[src/rtl/filter_pkg.sv]
// Shared constants for the 3x3 kernel filter: mode encodings, window slot
// numbering and the identity coefficient for a given output shift.
package filter_pkg;
  localparam logic [1:0] MODE_BYPASS = 2'b00;
  localparam logic [1:0] MODE_CONV   = 2'b01;
  localparam logic [1:0] MODE_ABS    = 2'b10;

  localparam int N_TAPS         = 9;
  localparam int SLOT_CENTRE    = 8;
  localparam int SLOT_LEFT      = 7;
  localparam int SLOT_RIGHT     = 6;
  localparam int SLOT_UP        = 5;
  localparam int SLOT_DOWN      = 4;
  localparam int SLOT_UPLEFT    = 3;
  localparam int SLOT_UPRIGHT   = 2;
  localparam int SLOT_DOWNLEFT  = 1;
  localparam int SLOT_DOWNRIGHT = 0;

  function automatic int identity_coef(input int shift);
    return 1 << shift;
  endfunction
endpackage

[src/rtl/kernel3x3_filter_if.sv]
// Pixel stream and coefficient-write bus between the window generator (master)
// and the filter (slave).
interface kernel3x3_filter_if #(
  parameter int CH_W   = 4,
  parameter int CH     = 3,
  parameter int COEF_W = 8
);
  localparam int PX = CH * CH_W;

  // Both streams use strict valid/ready: a beat moves on the rising edge where
  // valid && ready; the source holds data stable and keeps valid up until then.
  logic [9*PX-1:0]   win_data;
  logic [1:0]        mode;
  logic              in_valid;
  logic              in_ready;
  logic              coef_we;
  logic [3:0]        coef_addr;
  logic [COEF_W-1:0] coef_data;
  logic [PX-1:0]     pix_out;
  logic [PX-1:0]     orig_out;
  logic              out_valid;
  logic              out_ready;

  modport master (
    output win_data, mode, in_valid, coef_we, coef_addr, coef_data, out_ready,
    input  in_ready, pix_out, orig_out, out_valid
  );

  modport slave (
    input  win_data, mode, in_valid, coef_we, coef_addr, coef_data, out_ready,
    output in_ready, pix_out, orig_out, out_valid
  );
endinterface

[src/rtl/filter_chan.sv]
// One colour channel: 9-tap multiply (S1), adder tree (S2), shift/clamp/mode (S3).
// All stages advance together and hold while stall is high.
module filter_chan
  import filter_pkg::*;
#(
  parameter int CH_W   = 4,
  parameter int COEF_W = 8,
  parameter int SHIFT  = 3
) (
  input  logic                           clk,
  input  logic                           reset_n,
  input  logic [N_TAPS-1:0][CH_W-1:0]    taps,
  input  logic [N_TAPS-1:0][COEF_W-1:0]  coefs,
  input  logic [1:0]                     mode,
  input  logic                           stall,
  output logic [CH_W-1:0]                pix
);
  localparam int PROD_W = CH_W + COEF_W + 1;
  localparam int SUM_W  = PROD_W + 4;
  localparam logic signed [SUM_W-1:0] PIX_MAX = SUM_W'((1 << CH_W) - 1);

  logic [N_TAPS-1:0][PROD_W-1:0] prod_d, prod_q;
  logic [1:0]                    mode1_d, mode1_q, mode2_d, mode2_q;
  logic [CH_W-1:0]               ctr1_d, ctr1_q, ctr2_d, ctr2_q;
  logic signed [SUM_W-1:0]       sum_d, sum_q;
  logic signed [SUM_W-1:0]       res, mag;
  logic [CH_W-1:0]               pix_d, pix_q;

  // Pixel is zero-extended, coefficient sign-extended, so the product is exact.
  function automatic logic [PROD_W-1:0] mul(input logic [CH_W-1:0] p,
                                            input logic [COEF_W-1:0] c);
    logic signed [PROD_W-1:0] pe, ce;
    pe = {{(PROD_W-CH_W){1'b0}}, p};
    ce = {{(PROD_W-COEF_W){c[COEF_W-1]}}, c};
    return pe * ce;
  endfunction

  function automatic logic [CH_W-1:0] clamp(input logic signed [SUM_W-1:0] v);
    if (v[SUM_W-1]) return '0;
    if (v > PIX_MAX) return '1;
    return v[CH_W-1:0];
  endfunction

  always_comb begin
    prod_d  = prod_q;
    mode1_d = mode1_q;
    ctr1_d  = ctr1_q;
    if (!stall) begin
      for (int k = 0; k < N_TAPS; k++) prod_d[k] = mul(taps[k], coefs[k]);
      mode1_d = mode;
      ctr1_d  = taps[SLOT_CENTRE];
    end
  end

  always_comb begin
    sum_d   = sum_q;
    mode2_d = mode2_q;
    ctr2_d  = ctr2_q;
    if (!stall) begin
      sum_d = '0;
      for (int k = 0; k < N_TAPS; k++) sum_d = sum_d + SUM_W'($signed(prod_q[k]));
      mode2_d = mode1_q;
      ctr2_d  = ctr1_q;
    end
  end

  always_comb begin
    res   = sum_q >>> SHIFT;
    mag   = res[SUM_W-1] ? -res : res;
    pix_d = pix_q;
    if (!stall) begin
      case (mode2_q)
        MODE_CONV: pix_d = clamp(res);
        MODE_ABS:  pix_d = clamp(mag);
        default:   pix_d = ctr2_q;
      endcase
    end
  end

  always_ff @(posedge clk or negedge reset_n) begin
    if (!reset_n) begin
      prod_q  <= '0;
      mode1_q <= '0;
      ctr1_q  <= '0;
      sum_q   <= '0;
      mode2_q <= '0;
      ctr2_q  <= '0;
      pix_q   <= '0;
    end else begin
      prod_q  <= prod_d;
      mode1_q <= mode1_d;
      ctr1_q  <= ctr1_d;
      sum_q   <= sum_d;
      mode2_q <= mode2_d;
      ctr2_q  <= ctr2_d;
      pix_q   <= pix_d;
    end
  end

  assign pix = pix_q;
endmodule

[src/rtl/kernel3x3_filter.sv]
// 3x3 convolution filter top: coefficient bank, valid/stall control, centre-pixel
// delay line, and one filter_chan per colour channel.
module kernel3x3_filter
  import filter_pkg::*;
#(
  parameter int CH_W   = 4,
  parameter int CH     = 3,
  parameter int COEF_W = 8,
  parameter int SHIFT  = 3
) (
  input logic              clk,
  input logic              reset_n,
  kernel3x3_filter_if.slave bus
);
  localparam int PX = CH * CH_W;
  localparam logic [COEF_W-1:0] IDENT = COEF_W'(identity_coef(SHIFT));

  logic [N_TAPS-1:0][COEF_W-1:0] coef_d, coef_q;
  logic                          v1_d, v1_q, v2_d, v2_q, v3_d, v3_q;
  logic [PX-1:0]                 orig1_d, orig1_q, orig2_d, orig2_q, orig3_d, orig3_q;
  logic [CH-1:0][CH_W-1:0]       pix_chan;
  logic                          stall;

  assign stall         = v3_q && !bus.out_ready;
  assign bus.in_ready  = !stall;
  assign bus.out_valid = v3_q;
  assign bus.pix_out   = pix_chan;
  assign bus.orig_out  = orig3_q;

  // The bank is sampled by S1 on the accepting edge, so a write on that same
  // edge only reaches later pixels.
  always_comb begin
    coef_d = coef_q;
    if (bus.coef_we && (bus.coef_addr < 4'(N_TAPS))) coef_d[bus.coef_addr] = bus.coef_data;
  end

  always_comb begin
    v1_d    = v1_q;
    v2_d    = v2_q;
    v3_d    = v3_q;
    orig1_d = orig1_q;
    orig2_d = orig2_q;
    orig3_d = orig3_q;
    if (!stall) begin
      v1_d    = bus.in_valid;
      v2_d    = v1_q;
      v3_d    = v2_q;
      orig1_d = bus.win_data[SLOT_CENTRE*PX +: PX];
      orig2_d = orig1_q;
      orig3_d = orig2_q;
    end
  end

  always_ff @(posedge clk or negedge reset_n) begin
    if (!reset_n) begin
      for (int k = 0; k < N_TAPS; k++) coef_q[k] <= (k == SLOT_CENTRE) ? IDENT : '0;
      v1_q    <= 1'b0;
      v2_q    <= 1'b0;
      v3_q    <= 1'b0;
      orig1_q <= '0;
      orig2_q <= '0;
      orig3_q <= '0;
    end else begin
      coef_q  <= coef_d;
      v1_q    <= v1_d;
      v2_q    <= v2_d;
      v3_q    <= v3_d;
      orig1_q <= orig1_d;
      orig2_q <= orig2_d;
      orig3_q <= orig3_d;
    end
  end

  for (genvar c = 0; c < CH; c++) begin : g_chan
    logic [N_TAPS-1:0][CH_W-1:0] taps;
    for (genvar k = 0; k < N_TAPS; k++) begin : g_tap
      assign taps[k] = bus.win_data[k*PX + c*CH_W +: CH_W];
    end

    filter_chan #(
      .CH_W  (CH_W),
      .COEF_W(COEF_W),
      .SHIFT (SHIFT)
    ) u_chan (
      .clk    (clk),
      .reset_n(reset_n),
      .taps   (taps),
      .coefs  (coef_q),
      .mode   (bus.mode),
      .stall  (stall),
      .pix    (pix_chan[c])
    );
  end
endmodule

[src/flat_wrapper.sv]
// flat-port wrapper written by rule: the top's interface ports become plain ports
module kernel3x3_filter_flat import filter_pkg::*;
#(
  parameter int CH_W   = 4,
  parameter int CH     = 3,
  parameter int COEF_W = 8,
  parameter int SHIFT  = 3
)
  (clk, reset_n, bus_win_data, bus_mode, bus_in_valid, bus_coef_we, bus_coef_addr, bus_coef_data, bus_out_ready, bus_in_ready, bus_pix_out, bus_orig_out, bus_out_valid);
  kernel3x3_filter_if #(.CH_W(CH_W), .CH(CH), .COEF_W(COEF_W)) bus_i ();
  input logic clk;
  input logic reset_n;
  input wire logic [$bits(bus_i.win_data)-1:0] bus_win_data;
  input wire logic [$bits(bus_i.mode)-1:0] bus_mode;
  input wire logic [$bits(bus_i.in_valid)-1:0] bus_in_valid;
  input wire logic [$bits(bus_i.coef_we)-1:0] bus_coef_we;
  input wire logic [$bits(bus_i.coef_addr)-1:0] bus_coef_addr;
  input wire logic [$bits(bus_i.coef_data)-1:0] bus_coef_data;
  input wire logic [$bits(bus_i.out_ready)-1:0] bus_out_ready;
  output wire logic [$bits(bus_i.in_ready)-1:0] bus_in_ready;
  output wire logic [$bits(bus_i.pix_out)-1:0] bus_pix_out;
  output wire logic [$bits(bus_i.orig_out)-1:0] bus_orig_out;
  output wire logic [$bits(bus_i.out_valid)-1:0] bus_out_valid;
  assign bus_i.win_data = bus_win_data;
  assign bus_i.mode = bus_mode;
  assign bus_i.in_valid = bus_in_valid;
  assign bus_i.coef_we = bus_coef_we;
  assign bus_i.coef_addr = bus_coef_addr;
  assign bus_i.coef_data = bus_coef_data;
  assign bus_i.out_ready = bus_out_ready;
  assign bus_in_ready = bus_i.in_ready;
  assign bus_pix_out = bus_i.pix_out;
  assign bus_orig_out = bus_i.orig_out;
  assign bus_out_valid = bus_i.out_valid;
  kernel3x3_filter #(.CH_W(CH_W), .CH(CH), .COEF_W(COEF_W), .SHIFT(SHIFT)) u_core (.clk(clk), .reset_n(reset_n), .bus(bus_i));
endmodule
[config.mk]
export PLATFORM = sky130hd
export DESIGN_NAME = kernel3x3_filter_flat
export DESIGN_NICKNAME = d
export VERILOG_FILES = /design/src/rtl/filter_pkg.sv /design/src/rtl/kernel3x3_filter_if.sv /design/src/rtl/filter_chan.sv /design/src/rtl/kernel3x3_filter.sv /design/src/flat_wrapper.sv
export SDC_FILE = /design/constraint.sdc
export NUM_CORES = 2
export LEC_CHECK = 0
export BUFFER_PORTS_ARGS = -buffer_cell sky130_fd_sc_hd__buf_2
export CAP_MARGIN = 15
export CORE_ASPECT_RATIO = 1.1
export CORE_UTILIZATION = 30
export DETAILED_ROUTE_END_ITERATION = 6
export PLACE_DENSITY = 0.55
export SLEW_MARGIN = 20
export SYNTH_ARGS = -nofsm -noshare
export SYNTH_HDL_FRONTEND = slang
export SYNTH_SLANG_ARGS = --single-unit
[constraint.sdc]
create_clock -name clk -period 6.3 [get_ports clk]
set_input_delay 1.26 -clock clk [delete_from_list [all_inputs] [get_ports clk]]
set_output_delay 1.26 -clock clk [all_outputs]
set_load 0.1 [all_outputs]
==> metrics <==
status=complete, no violations; CTS tree=built; final WL=185 mm; initial antenna violation count=42; Hold Path Origin=u_core.v2_q; fin. max-slew vios=0; largest net degree at the start of global routing=171; Hold Buf Count CTS=0; # Post-CTS Setup Buffers=0; critical path startpoint=u_core.g_chan[0].u_chan.prod_q[80]; worst min-delay path category=flip-flop to flip-flop; vias in the first global route=47800; Post-layout nets=8681; synthesized area per cell=8.92 sq um; die width=440 um; Area growth syn-to-layout=9.57%; DRT antenna net count=0; vias per cell=4.76; sequential area share after synthesis=20.6%; Wirelength per Cell=18.6 um; Tcrit/Tclk final=80.9%; crit path max fanout=3; RSZ-0062 raised after global routing=no; via count=47300; Mapped Area=63200 sq um; Final min period=5100 ps; H-tree depth=3; CTS Buf Count=69; Filler cells=21800; Clk Tree Root Cell=clkbuf_16; most frequent cells in the layout=inv_1 (1473), fa_1 (741), nand2_1 (705); commonest non-fill, non-tap cell in the layout=inv_1; crit end category=flip-flop; final hold violations=0; layout cells sized above 1=6.28%; Ports=153; clk buf depth=3; DRT iter0 DRCs=2749; Reg2Reg Setup Slack=1200 ps; critical path arrival=5660 ps; Initial Util=30.2%; Core Rows=176; CP Class=flip-flop to flip-flop; post-synthesis net count=8648; routability congestion estimate=0.888; ys flop type=dfrtp_1; Port Buffer Count=152; worst skew pair latency=700 ps; GRT Util Overall=17.6%; Core Box Area=209000 sq um; clock sinks=520; area of the die=213000 sq um; Relative slew margins=12.9%; first-pass GRT wire length=287 mm; Gate Count Post-Synth=7085; Final Skew=47.8 ps; hpwl dp=151 mm; worst slew pin tran=1300 ps; crit start category=flip-flop; async set-reset flop share out of synthesis=100%; DRT Pass-1 Iters=6; FF-to-FF Start=u_core.g_chan[0].u_chan.prod_q[80]; clock edge transition at the registers on the reported setup and hold paths=60 ps; Final setup viols=0; grt total ovfl=0; warning count from the yosys run=0; CTS resizes=0; fmax=196 MHz; library cells used by synthesis=76; Die Y=483 um; Seq cells post-synth=520; EDFF count, synth=0; DR DRC count=0; setup_tns=0 ps; Max Cap Viol=0; worst path required time=6870 ps
## per-stage QoR
step	hold WS, ps	instances	worst slack (ps)	area, sq um	util [%]
after floorplan	430	7085	1580	63200	-
after CTS	462	9930	1180	69200	33.1
final	462	9940	1200	69300	33.1
after detailed placement	448	9806	1240	66900	32.0
after global routing	484	9935	948	69200	33.1
after global placement	442	9806	1250	66900	32.0
## synth_stat cells (32+ instances only)
cell type	count	share of area (%)
a21oi_1	404	3.2
or3_1	34	0.34
nand4_1	33	0.33
inv_1	1474	8.8
o211ai_1	55	0.65
a31o_2	80	1.1
clkbuf_1	182	1.1
nand2_1	705	4.2
a211oi_1	48	0.57
mux2_2	73	1.3
xor2_1	157	2.2
o21bai_1	57	0.68
a21o_1	175	2.1
fa_1	741	23
o21ai_0	221	1.7
nor3b_1	35	0.42
dfrtp_1	519	21
nand3b_1	41	0.49
nand3_1	40	0.32
ha_1	695	14
and2_1	603	6.0
nor2_1	307	1.8
xnor2_1	117	1.6
nor4_1	32	0.32
## sequential cells by signal, indices dropped and copies added, names as in the netlist
register	flops
u_core.g_chan.u_chan.mode1_q	2
u_core.coef_q	72
u_core.bus.out_valid	1
u_core.v1_q	1
u_core.g_chan.u_chan.prod_q	351
u_core.orig2_q	5
u_core.g_chan.u_chan.sum_q	42
u_core.g_chan.u_chan.mode2_q	2
u_core.g_chan.u_chan.ctr2_q	7
u_core.g_chan.u_chan.pix	12
u_core.bus.orig_out	12
u_core.v2_q	1
u_core.orig1_q	5
u_core.g_chan.u_chan.ctr1_q	7
## layer usage
metal  GRT usage, %  wire length [um]  vias to the layer above
met3           1.96              7400                      275
met4           6.86              7510                       26
met5              0               150                        -
met1           23.4             82100                    23700
met2           29.2             88000                      841
li1               -                 -                    22500
## cells by family (layout without fill, tap and decap cells)
family,Yosys count,in the layout,share of synthesized area [%]
other,0,10,0
XOR/XNOR,274,274,3.80
buffers and inverters,1683,1769,10.1
flip-flops,520,520,20.6
multiplexers,77,77,1.36
AO/OA/AOI/OAI,1148,1148,11.4
AND/OR/NAND/NOR,1947,1947,15.5
adder cells (fa/ha/maj),1436,1436,37.2
## path summary, 6_finish.rpt
check | end | cells after the start
max | u_core.g_chan[0].u_chan.sum_q[16] | 14
min | u_core.v2_q | 2
max reg2reg | u_core.g_chan[0].u_chan.sum_q[16] | 14
min reg2reg | u_core.v2_q | 2
max in group asynchronous | u_core.g_chan[1].u_chan.mode1_q[0] | 2
min in group asynchronous | u_core.g_chan[2].u_chan.prod_q[115] | 1
## layout make-up
cell class / instances / area, sq um / area share (%)
antenna: 10 / 25.0 / 0.0361
clock buffer: 92 / 1910 / 2.76
clock inverter: 32 / 445 / 0.643
inverter: 1474 / 5540 / 8.00
multi-input combinational: 4882 / 43800 / 63.3
sequential: 520 / 13000 / 18.8
tap: 2759 / 3450 / 4.98
timing repair buffer: 171 / 1030 / 1.48
## critical path, cell delays in order (launching register included)
cell and delay, ps:
dfrtp_1 400, fa_1 570, fa_1 460, fa_1 550, inv_1 50, fa_1 460, and4bb_2 270, fa_1 450
a21oi_1 230, o211ai_1 150, a31o_2 260, a21o_1 210, a2111oi_0 560, nor4_1 120, o31ai_1 230
Power is left out: the tool's default activity adds up to more than one toggle a clock period on the data nets, which glitch-free logic cannot reach.
